==> src/rtl/uart_alu_core.sv <==
// UART-fed multi-byte ALU: collects opcode + two DATA_W-bit operands, executes one op,
// and streams back the result bytes (LSB first) followed by a status byte.
module uart_alu_core #(
  parameter int DATA_W      = 16,
  parameter int TIMEOUT_CYC = 10000
) (
  input  logic       CLK,
  input  logic       RST,
  input  logic [7:0] Rx_Byte_in,
  input  logic       Rx_DV_in,
  input  logic       Tx_Done_in,
  output logic       Tx_DV_out,
  output logic [7:0] Tx_Byte_out,
  output logic       Busy_out,
  output logic       Frame_Err_out,
  output logic [7:0] c_out
);

  localparam int NB = DATA_W / 8;
  localparam int CW = (2 * NB > 1) ? $clog2(2 * NB) : 1;
  localparam int SW = $clog2(NB + 1);
  localparam int TW = $clog2(TIMEOUT_CYC + 1);

  typedef enum logic [1:0] {IDLE, RECV, EXE, SEND} state_t;

  state_t                  state_r;
  logic [7:0]              op_r;
  logic [2*DATA_W-1:0]     ab_r;
  logic [CW-1:0]           byte_cnt_r;
  logic [TW-1:0]           tmo_cnt_r;
  logic [DATA_W+7:0]       tx_sr_r;
  logic [SW-1:0]           snd_cnt_r;
  logic                    snd_wait_r;
  logic                    busy_r;
  logic                    tx_dv_r;
  logic [7:0]              tx_byte_r;
  logic                    frame_err_r;
  logic [7:0]              c_r;
  logic [DATA_W+7:0]       alu_s;

  // Returns {status, result}; status = {badop, 4'b0, ovf, carry, zero}.
  function automatic logic [DATA_W+7:0] alu_f(input logic [7:0] op,
                                              input logic [DATA_W-1:0] a,
                                              input logic [DATA_W-1:0] b);
    logic [DATA_W:0]   sum_v;
    logic [DATA_W-1:0] res_v;
    logic              cy_v, ov_v, bad_v, zero_v;
    sum_v = {1'b0, a} + {1'b0, b};
    res_v = '0;
    cy_v  = 1'b0;
    ov_v  = 1'b0;
    bad_v = 1'b0;
    case (op)
      8'h00: begin
        res_v = sum_v[DATA_W-1:0];
        cy_v  = sum_v[DATA_W];
        ov_v  = (a[DATA_W-1] == b[DATA_W-1]) && (res_v[DATA_W-1] != a[DATA_W-1]);
      end
      8'h01: begin
        res_v = a - b;
        cy_v  = (a >= b);
        ov_v  = (a[DATA_W-1] != b[DATA_W-1]) && (res_v[DATA_W-1] != a[DATA_W-1]);
      end
      8'h02: res_v = a & b;
      8'h03: res_v = a | b;
      8'h04: res_v = a ^ b;
      8'h05: begin
        ov_v = (a[DATA_W-1] == b[DATA_W-1]) && (sum_v[DATA_W-1] != a[DATA_W-1]);
        if (!ov_v) begin
          res_v = sum_v[DATA_W-1:0];
        end else if (a[DATA_W-1]) begin
          res_v = {1'b1, {(DATA_W-1){1'b0}}};
        end else begin
          res_v = {1'b0, {(DATA_W-1){1'b1}}};
        end
      end
      default: bad_v = 1'b1;
    endcase
    zero_v = !bad_v && (res_v == '0);
    return {bad_v, 4'b0000, ov_v, cy_v, zero_v, res_v};
  endfunction

  // Operands sit LSB-byte-first in ab_r: A in the low half, B in the high half.
  always_comb begin
    alu_s = alu_f(op_r, ab_r[DATA_W-1:0], ab_r[2*DATA_W-1:DATA_W]);
  end

  // Frame receive / execute / transmit sequencer with registered outputs.
  always_ff @(posedge CLK or negedge RST) begin
    if (!RST) begin
      state_r     <= IDLE;
      op_r        <= 8'h00;
      ab_r        <= '0;
      byte_cnt_r  <= '0;
      tmo_cnt_r   <= '0;
      tx_sr_r     <= '0;
      snd_cnt_r   <= '0;
      snd_wait_r  <= 1'b0;
      busy_r      <= 1'b0;
      tx_dv_r     <= 1'b0;
      tx_byte_r   <= 8'h00;
      frame_err_r <= 1'b0;
      c_r         <= 8'h00;
    end else begin
      tx_dv_r     <= 1'b0;
      frame_err_r <= 1'b0;
      case (state_r)
        IDLE: begin
          if (Rx_DV_in) begin
            op_r       <= Rx_Byte_in;
            byte_cnt_r <= '0;
            tmo_cnt_r  <= '0;
            busy_r     <= 1'b1;
            state_r    <= RECV;
          end else begin
            busy_r <= 1'b0;
          end
        end
        RECV: begin
          // A byte arriving on the threshold cycle takes priority over the abort.
          if (Rx_DV_in) begin
            ab_r       <= {Rx_Byte_in, ab_r[2*DATA_W-1:8]};
            tmo_cnt_r  <= '0;
            byte_cnt_r <= byte_cnt_r + CW'(1);
            if (byte_cnt_r == CW'(2 * NB - 1)) begin
              state_r <= EXE;
            end else begin
              state_r <= RECV;
            end
          end else if (tmo_cnt_r == TW'(TIMEOUT_CYC - 1)) begin
            ab_r        <= '0;
            byte_cnt_r  <= '0;
            tmo_cnt_r   <= '0;
            frame_err_r <= 1'b1;
            busy_r      <= 1'b0;
            state_r     <= IDLE;
          end else begin
            tmo_cnt_r <= tmo_cnt_r + TW'(1);
          end
        end
        EXE: begin
          tx_sr_r    <= alu_s;
          c_r        <= alu_s[7:0];
          snd_cnt_r  <= '0;
          snd_wait_r <= 1'b0;
          state_r    <= SEND;
        end
        SEND: begin
          if (!snd_wait_r) begin
            tx_dv_r    <= 1'b1;
            tx_byte_r  <= tx_sr_r[7:0];
            snd_wait_r <= 1'b1;
          end else if (Tx_Done_in) begin
            snd_wait_r <= 1'b0;
            tx_sr_r    <= {8'h00, tx_sr_r[DATA_W+7:8]};
            if (snd_cnt_r == SW'(NB)) begin
              busy_r  <= 1'b0;
              state_r <= IDLE;
            end else begin
              snd_cnt_r <= snd_cnt_r + SW'(1);
            end
          end else begin
            snd_wait_r <= 1'b1;
          end
        end
        default: begin
          busy_r  <= 1'b0;
          state_r <= IDLE;
        end
      endcase
    end
  end

  assign Tx_DV_out     = tx_dv_r;
  assign Tx_Byte_out   = tx_byte_r;
  assign Busy_out      = busy_r;
  assign Frame_Err_out = frame_err_r;
  assign c_out         = c_r;

endmodule

==> config.mk <==
export PLATFORM = sky130hd
export DESIGN_NAME = uart_alu_core
export DESIGN_NICKNAME = d
export VERILOG_FILES = /design/src/rtl/uart_alu_core.sv
export SDC_FILE = /design/constraint.sdc
export NUM_CORES = 1
export LEC_CHECK = 0
export CAP_MARGIN = 15
export CORE_MARGIN = 1.5
export CORE_UTILIZATION = 50
export DETAILED_ROUTE_END_ITERATION = 8
export PLACE_DENSITY = 0.73
export SLEW_MARGIN = 20
export SYNTH_ARGS = -nofsm -noshare
export SYNTH_HDL_FRONTEND = slang
export SYNTH_SLANG_ARGS = --single-unit
==> constraint.sdc <==
create_clock -name CLK -period 2.65 [get_ports CLK]
set_input_delay 0.795 -clock CLK [delete_from_list [all_inputs] [get_ports CLK]]
set_output_delay 0.795 -clock CLK [all_outputs]
set_load 0.005 [all_outputs]
=== Word level (Yosys, flattened, before mapping) ===
Cells that the tools add are included.

* Register bits after elaboration: 104
* Latch bits: 0
* RAM bits: 0
* Memory bits (read-only): 0
* Input bits: 12
* Output and inout bits: 19
* Word-level logic and storage cells: 112
* Memories: 0

* Add/subtract/negate cells: 5
* Multipliers: 0
* Div/mod/pow operators: 0
* $lt $le $gt $ge: 1
* Eq/ne operators: 23
* Shift-type cells: 0
* Mux-type cells: 45
* Bitwise operators: 4
* Reduce and logical (&&, ||, !) cells: 21

{| class="wikitable"
|+ Operators by type and width
! cell !! number
|-
| $pmux W16 S6 || 1
|-
| $mux W32 || 2
|-
| $mux W24 || 2
|-
| $pmux W24 S2 || 1
|-
| $mux W14 || 3
|-
| $mux W16 || 2
|-
| $pmux W14 S2 || 1
|-
| $mux W2 || 12
|-
| $add A16 B16 Y17 || 1
|-
| $and A16 B16 Y16 || 1
|-
| $eq A8 B2 Y1 const B || 2
|-
| $eq A8 B3 Y1 const B || 2
|-
| $ge A16 B16 Y1 || 1
|-
| $logic_not A16 Y1 || 1
|-
| $or A16 B16 Y16 || 1
|-
| $sub A16 B16 Y16 || 1
|-
| $xor A16 B16 Y16 || 1
|-
| $add A14 B1 Y14 const B || 1
|-
| $eq A14 B14 Y1 const B || 1
|-
| $mux W1 || 14
|-
| $ne A2 B2 Y1 const B || 7
|-
| $eq A2 B2 Y1 const B || 4
|-
| $eq A8 B1 Y1 const B || 1
|-
| $logic_not A8 Y1 || 1
|-
| other kinds (21) || 35
|}

=== Longest topological paths before layout ===
* Depth after elaboration: 8
* Gate-level depth with buffers: 13
* Gate-level depth less buffers: 12

=== Worst setup path before layout ===
OpenSTA, ideal clock, no wires.

* Kind: register to register
* Start point: reg ab_r[17]
* End point: reg tx_sr_r[16]
* Arrival: 2.743 ns
* Path slack: -0.185 ns
* Stages on the path, launching flop included: 13
* Path buffers: 1
* Period minus slack after synthesis: 2.835 ns
* Cells stage by stage: dfrtp_1 inv_1 ha_1 a211o_1 o211ai_1 a211o_1 o21ai_1 and3_1 buf_2 a2111oi_2 o21a_1 nand4_1 o31ai_2

* Longest elaborated chain between the ends: 8
* Elaborated cells between the ends (all ways): 12

{| class="wikitable"
|+ Ends and longest elaborated chain
! what !! line !! RTL
|-
| from (decl) || 28 || <nowiki>logic [2*DATA_W-1:0] ab_r;</nowiki>
|-
| from (signal assigned) || 122 || <nowiki>ab_r <= {Rx_Byte_in, ab_r[2*DATA_W-1:8]};</nowiki>
|-
| $add A16 B16 Y17 || 48 || <nowiki>sum_v = {1'b0, a} + {1'b0, b};</nowiki>
|-
| $ne A1 B1 Y1 || 68 || <nowiki>ov_v = (a[DATA_W-1] == b[DATA_W-1]) && (sum_v[DATA_W-1] != a[DATA_W-1]);</nowiki>
|-
| $logic_and A1 B1 Y1 || 68 ||
|-
| $mux W16 || 69 || <nowiki>if (!ov_v) begin</nowiki>
|-
| $pmux W16 S6 (*) || 53 || <nowiki>case (op)</nowiki>
|-
| $logic_not A16 Y1 (*) || 79 || <nowiki>zero_v = !bad_v && (res_v == '0);</nowiki>
|-
| $logic_and A1 B1 Y1 (*) || 79 ||
|-
| $pmux W24 S2 (*) || 107 || <nowiki>case (state_r)</nowiki>
|-
| to (signal assigned) || 142 || <nowiki>tx_sr_r <= alu_s;</nowiki>
|-
| to (signal assigned) || 155 || <nowiki>tx_sr_r <= {8'h00, tx_sr_r[DATA_W+7:8]};</nowiki>
|-
| to (decl) || 31 || <nowiki>logic [DATA_W+7:0] tx_sr_r;</nowiki>
|}

Mark *: on every way between the ends. The rest lies on a longest branch, timed or not.
A chain may end at the register's enable or synchronous reset.

=== Worst setup path in the final report ===
* Start point: reg ab_r[18]
* End point: reg tx_sr_r[16]

The elaborated chain is that of the path after synthesis.

==> impl_metrics.yaml <==
finish:
  area_delta_synth_final_pct: 45.5
  ff_latch_area_um2: 2500
  nets: 1126
  layout_common_cells: "buf_4, dfrtp_1, nand2_1"
  layout-drive-gt1-share: 0.370
  fillers: 1017
  multi_input_area_um2: 4780
  final_common_cell: "buf_4"
  diodes: 0
  fin_util: 0.743
sta:
  fin_ws_ns: -0.330
  worstMarginPinSlew_ns: 0.624
  clock_skew_ns: 0.00795
  rsz0062_at_grt: "yes"
  slew_violations: 0
  setup_viol: 23
  fmax_ghz: 0.336
  hold_violations: 0
  post-route-period-util: 1.12
  min_period_ns: 2.98
  slew_headroom: 0.584
logic_synthesis:
  seq_area_frac_synth: 0.354
  synth_edf_count: 0
  ys_warn_count: 0
  async_flop_share: 1.00
  synthesis.nets: 883
  synth_largest_area_cell: "dfrtp_1"
  synth.avg_cell_area_um2: 8.63
  ys_types: 83
  syn-instance-count: 818
  netlist_area_um2: 7060
  ys_ff_latch: 100
  synth.area.top_cells: "dfrtp_1, ha_1, a22o_1, o21ai_0, nand2_1"
  ys.flop_type: "dfrtp_1"
  yosys.area.top_type_share: 0.354
detailed_routing:
  route.vias.total: 7700
  firstDrtPassIters: 5
  routed_wl_mm: 26.8
  ant_nets: 0
  drc: 0
  first_iter_violations: 747
  avgRoutedWirePerCell_um: 21.5
  viasPerCell: 6.18
grt:
  grtUsageTotal: 0.375
  gr-total-overflow: 0
  grt_pass1_wl_mm: 41.9
  antenna_found_initial: 1
  grt_start_max_net_pins: 44
  first_global_vias: 7643
placement:
  dp_hpwl_mm: 20.2
  io_buffers: 30
  gp_congestion: 1.05
setup_path:
  critPathBufInv: 5
  endpoint_kind: "flop"
  crit_type: "flop to flop"
  critPathSlowestCell: "dfrtp_1"
  start_kind: "flop"
  max_stage_delay_ns: 0.42
  critical_path.cell_chain: "buf_4 > ha_2 > buf_4 > o211ai_1 > buf_4 > a211o_4 > buf_4 > o21ai_4 > buf_4 > nand2_2 > o32a_1 > and3b_1 > nand4_1 > o31ai_2"
  critical-path-top-delay-family: "compound AO/OA/AOI/OAI gates"
  cpMostUsedCell: "buf_4"
  cp.required_ns: 2.90
  crit_fanout: 5
  cp.arrival_ns: 3.23
die:
  die_area_um2: 14800
  rows: 43
  initial_core_util: 0.511
  die_h_um: 122
  die_w_um: 122
  core-area_um2: 13800
  boundaryPins: 31
power_and_ir_drop:
  power_frac_comb: 0.716
  pwr-share-seq: 0.184
  powerDensity_nw_per_um2: 1380
  p_int_w: 0.00766
  ir_worst_vdd_uv: 862
  power_w: 0.0142
  p_leak_nw: 4.76
  netSwitchingFraction: 0.459
  power_switching_w: 0.00649
  clkPwrFrac: 0.099
status:
  status: "finished with violations"
  violations: "negative setup slack"
flow_run:
  cap_violations: 0
min_path:
  hp-class: "input pin to asynchronous set/reset pin"
clocking:
  postCtsHoldBufs: 0
  cts-root-buf: "clkbuf_16"
  tritoncts: "done"
  cts_made_buffers: 9
  htree_levels: 3
  cts_sinks: 100
  clock_latency_ns: 0.37
  clockBufferDepth: 2
  clk_pin_slew_worst_paths_ns: 0.08
-- what timing repair did --
item                                    CTS  global route
buffers inserted                         13            13
gates resized for setup                  72            61
pin swaps                                38            35
endpoints found under the setup margin   26            25
-- final timing paths --
| kind | from | slack (ns) | cells past startpoint | endpoint |
|---|---|---|---|---|
| setup / recovery | ab_r[18] | -0.33 | 14 | tx_sr_r[16] |
| hold / removal | RST | 0.44 | 1 | ab_r[24] |
| setup reg to reg | ab_r[18] | -0.33 | 14 | tx_sr_r[16] |
| hold reg to reg | Tx_Byte_out[3] | 0.49 | 2 | Tx_Byte_out[3] |
| max in group asynchronous | RST | 1.56 | 2 | tx_sr_r[18] |
| min in group CLK | Tx_Byte_out[3] | 0.49 | 2 | Tx_Byte_out[3] |
-- through the flow --
step	hold WS [ns]	cells	TNS, ns	instance area (um2)	setup WS [ns]
2_1_floorplan	0.442	818	-0.0806	7140	-0.0806
3_3_place_gp	0.459	1205	-4.81	9170	-0.667
3_5_place_dp	0.464	1205	-5.31	9170	-0.692
4_1_cts	0.454	1234	-2.48	9910	-0.366
5_1_grt	0.478	1246	-5.24	10300	-0.410
6_report	0.442	1246	-3.11	10300	-0.330
-- layout make-up --
cell class	instances	area share
Inverter	51	0.0186
Multi-Input combinational cell	620	0.465
Clock inverter	7	0.00840
Tap cell	180	0.0219
Clock buffer	9	0.0219
Sequential cell	100	0.244
Timing Repair Buffer	279	0.221
-- worst reg2reg max path: stages (launching register included) --
cell      delay (ns)
dfrtp_1         0.42
buf_4           0.17
ha_2            0.20
buf_4           0.14
o211ai_1        0.09
buf_4           0.16
a211o_4         0.35
buf_4           0.15
o21ai_4         0.17
buf_4           0.16
nand2_2         0.08
o32a_1          0.37
and3b_1         0.20
nand4_1         0.12
o31ai_2         0.07
-- flip-flops by register name, summed over array words and instances (netlist names), named ones only --
name,cells
c_out,8
Tx_Byte_out,8
op_r,8
Busy_out,1
tx_sr_r,20
ab_r,32
byte_cnt_r,2
Frame_Err_out,1
snd_cnt_r,2
snd_wait_r,1
tmo_cnt_r,14
state_r,1
Tx_DV_out,1
-- power groups by stage --
stage               clock (W)  sequential (W)  combinational [W]
floorplan                   0         0.00255            0.00455
global placement            0         0.00254            0.00837
detailed placement          0         0.00260            0.00848
CTS                   0.00141         0.00259            0.00919
global route          0.00147         0.00268             0.0108
finish                0.00140         0.00261             0.0101
-- metal layers --
| metal | GRT usage | wire (um) |
|---|---|---|
| met5 | 0 | 13 |
| met1 | 0.523 | 11400 |
| met3 | 0.0646 | 2270 |
| met4 | 0.160 | 1070 |
| met2 | 0.574 | 12100 |
-- cell families (layout without fill, tap and decap cells) --
logic type               Yosys count  in the layout  synth area share
flip-flops                       100            100             0.354
buffers and inverters             98            346            0.0572
XOR/XNOR                          12             12            0.0149
AND/OR/NAND/NOR                  274            274             0.192
AO/OA/AOI/OAI                    274            274             0.275
adder cells (fa/ha/maj)           53             53            0.0960
multiplexers                       7              7            0.0112
-- synth_stat cells (all sizes together), types with 10 or more instances --
cell	count
dfrtp	100
nand2	81
nor2	75
o21ai	71
ha	51
inv	50
a21oi	38
a22o	37
clkbuf	34
nor3	24
a211oi	16
a31oi	14
o22ai	14
and3	13
buf	13
nor2b	13
nor4	10
No activity file was read; power rests on OpenSTA's default activity.
==> edit (config.mk and constraints unchanged) <==
One comparison of `tmo_cnt_r` changes from == to >=.
--- a/src/rtl/uart_alu_core.sv
+++ b/src/rtl/uart_alu_core.sv
@@ -129,3 +129,3 @@
             end
-          end else if (tmo_cnt_r == TW'(TIMEOUT_CYC - 1)) begin
+          end else if (tmo_cnt_r >= TW'(TIMEOUT_CYC - 1)) begin
             ab_r        <= '0;
Function: same outputs for any inputs over 4 cycles, from zero or initial values and one cycle with RST low; that may be too few to reach the edited logic, so the function may still have changed.
==> edit against the unedited design <==
The flow still finishes with violations (setup timing). Non-clock buffer count fell by 29. Global-route usage is 4.6 points lower. Final area down 4.6%. Critical path depth shrank 1. Total power fell by 7.2%. Area after synthesis down 2.8%. Sequential cell count stayed put. Setup slack worse by 250 ps. Routed wire length is 12% lower. Die area is 2.8% lower. Critical path type unchanged. Largest cell class unchanged.
==> edit: results (changes against the unedited design) <==
- Post-synthesis mux area share: 2.11% (+1.0 points)
- CP max stage cell: or4_1
- Worst vdd ir: 900 µV (+4.4%)
- Share of cells above drive strength 1: 35.4% (-1.5 points)
- Unique masters post-synth: 74 (-11%)
- Placed Cells incl. Taps: 1,138 (-5.6%)
- Setup-failing EPs final: 22 (-4.3%)
- Final WS setup: -583 ps (-253 ps)
- Syn Inst Count: 785 (-4.0%)
- XOR/XNOR share of the synthesized area: 3.19% (+1.7 points)
- Post-DP HPWL: 17.4 mm (-14%)
- DRT Pass-1 Iters: 7 (+2)
- Worst slew pin tran: 702 ps (+78.0 ps)
- R2R depth: 13 (-1)
- Fill cell count: 910 (-11%)
- Worst R2R Start: ab_r[1]$_DFFE_PN0P_
- Status: finished with violations
- Area grow syn2layout: 42.9%
- Ranking of synthesized cells by area: dfrtp_1, ha_1, a22o_1, nand2_1, nor2_1
- Violated checks: setup timing
- Leak Pwr: 4.49 nW (-5.6%)
- Syn nets: 850 (-3.7%)
- Crit-path max cell delay: 510 ps (+90 ps)
- Non-filler cells, final: 1,184 (-5.0%)
- Number of global-route vias before repair: 6,930 (-9.3%)
- Global-route wire length before repair: 36.3 mm (-13%)
- Final Hold Slack: 452 ps (+10.7 ps)
- Critical path arrival: 3520 ps (+290 ps)
- Placement Setup Slack: -679 ps (+12.9 ps)
- Post-DR vias/cell: 5.93 (-4.1%)
- Final Wtd Congestion: 1.02 (-2.9%)
- Compound-Gate Fraction of Synth Area: 23.6% (-3.8 points)
- Sequential element share of the synthesized area: 36.5% (+1.0 points)
- Worst Skew: 15.2 ps (+7.28 ps)
==> edit: changes by cell type in the layout (fill, tap and decap cells not counted), moves of 9 or more <==
cell	unedited run	this run
buf_4	233	202
a21oi_1	27	37
o21ai_0	60	26
a31oi_1	14	4
nand2_1	80	89
xnor2_1	8	17
nand3_1	6	16
==> edit: worst max-delay path by stage <==
stage	slack [ps]	start	end
detailed placement	-680	ab_r[0]$_DFFE_PN0P_	tx_sr_r[16]$_DFFE_PN0P_
finish	-580	ab_r[1]$_DFFE_PN0P_	tx_sr_r[16]$_DFFE_PN0P_
floorplan	-270	ab_r[1]$_DFFE_PN0P_	tx_sr_r[16]$_DFFE_PN0P_
global route	-690	ab_r[16]$_DFFE_PN0P_	tx_sr_r[16]$_DFFE_PN0P_
CTS	-490	ab_r[1]$_DFFE_PN0P_	tx_sr_r[3]$_DFFE_PN0P_
global placement	-680	ab_r[16]$_DFFE_PN0P_	tx_sr_r[16]$_DFFE_PN0P_
==> edit: routing by layer <==
metal	wire, µm	global-route usage, %
met1	10100	44.9
met2	11300	53.4
met3	1510	5.18
met4	632	10.6
met5	0	0
==> edit: report_power, final <==
group          internal, mW  switching [mW]  total, mW
Combinational          4.43            4.92       9.35
Sequential             2.04           0.415       2.45
Clock                 0.670           0.665       1.34
==> edit: repair_timing <==
item | CTS | global route
gates cloned | 0 | 0
endpoints found under the setup margin | 24 | 27
resized for setup | 71 | 57
pin swaps | 38 | 49
buffers inserted | 19 | 22
==> edit: area by class of cell <==
class / instances / area share [%]
repair buffers: 250 / 20.9
flip-flops and latches: 100 / 25.5
inverters: 55 / 2.13
clock buffers: 9 / 2.30
clock inverters: 7 / 0.766
multi-input cells: 587 / 46.1
well taps: 176 / 2.25
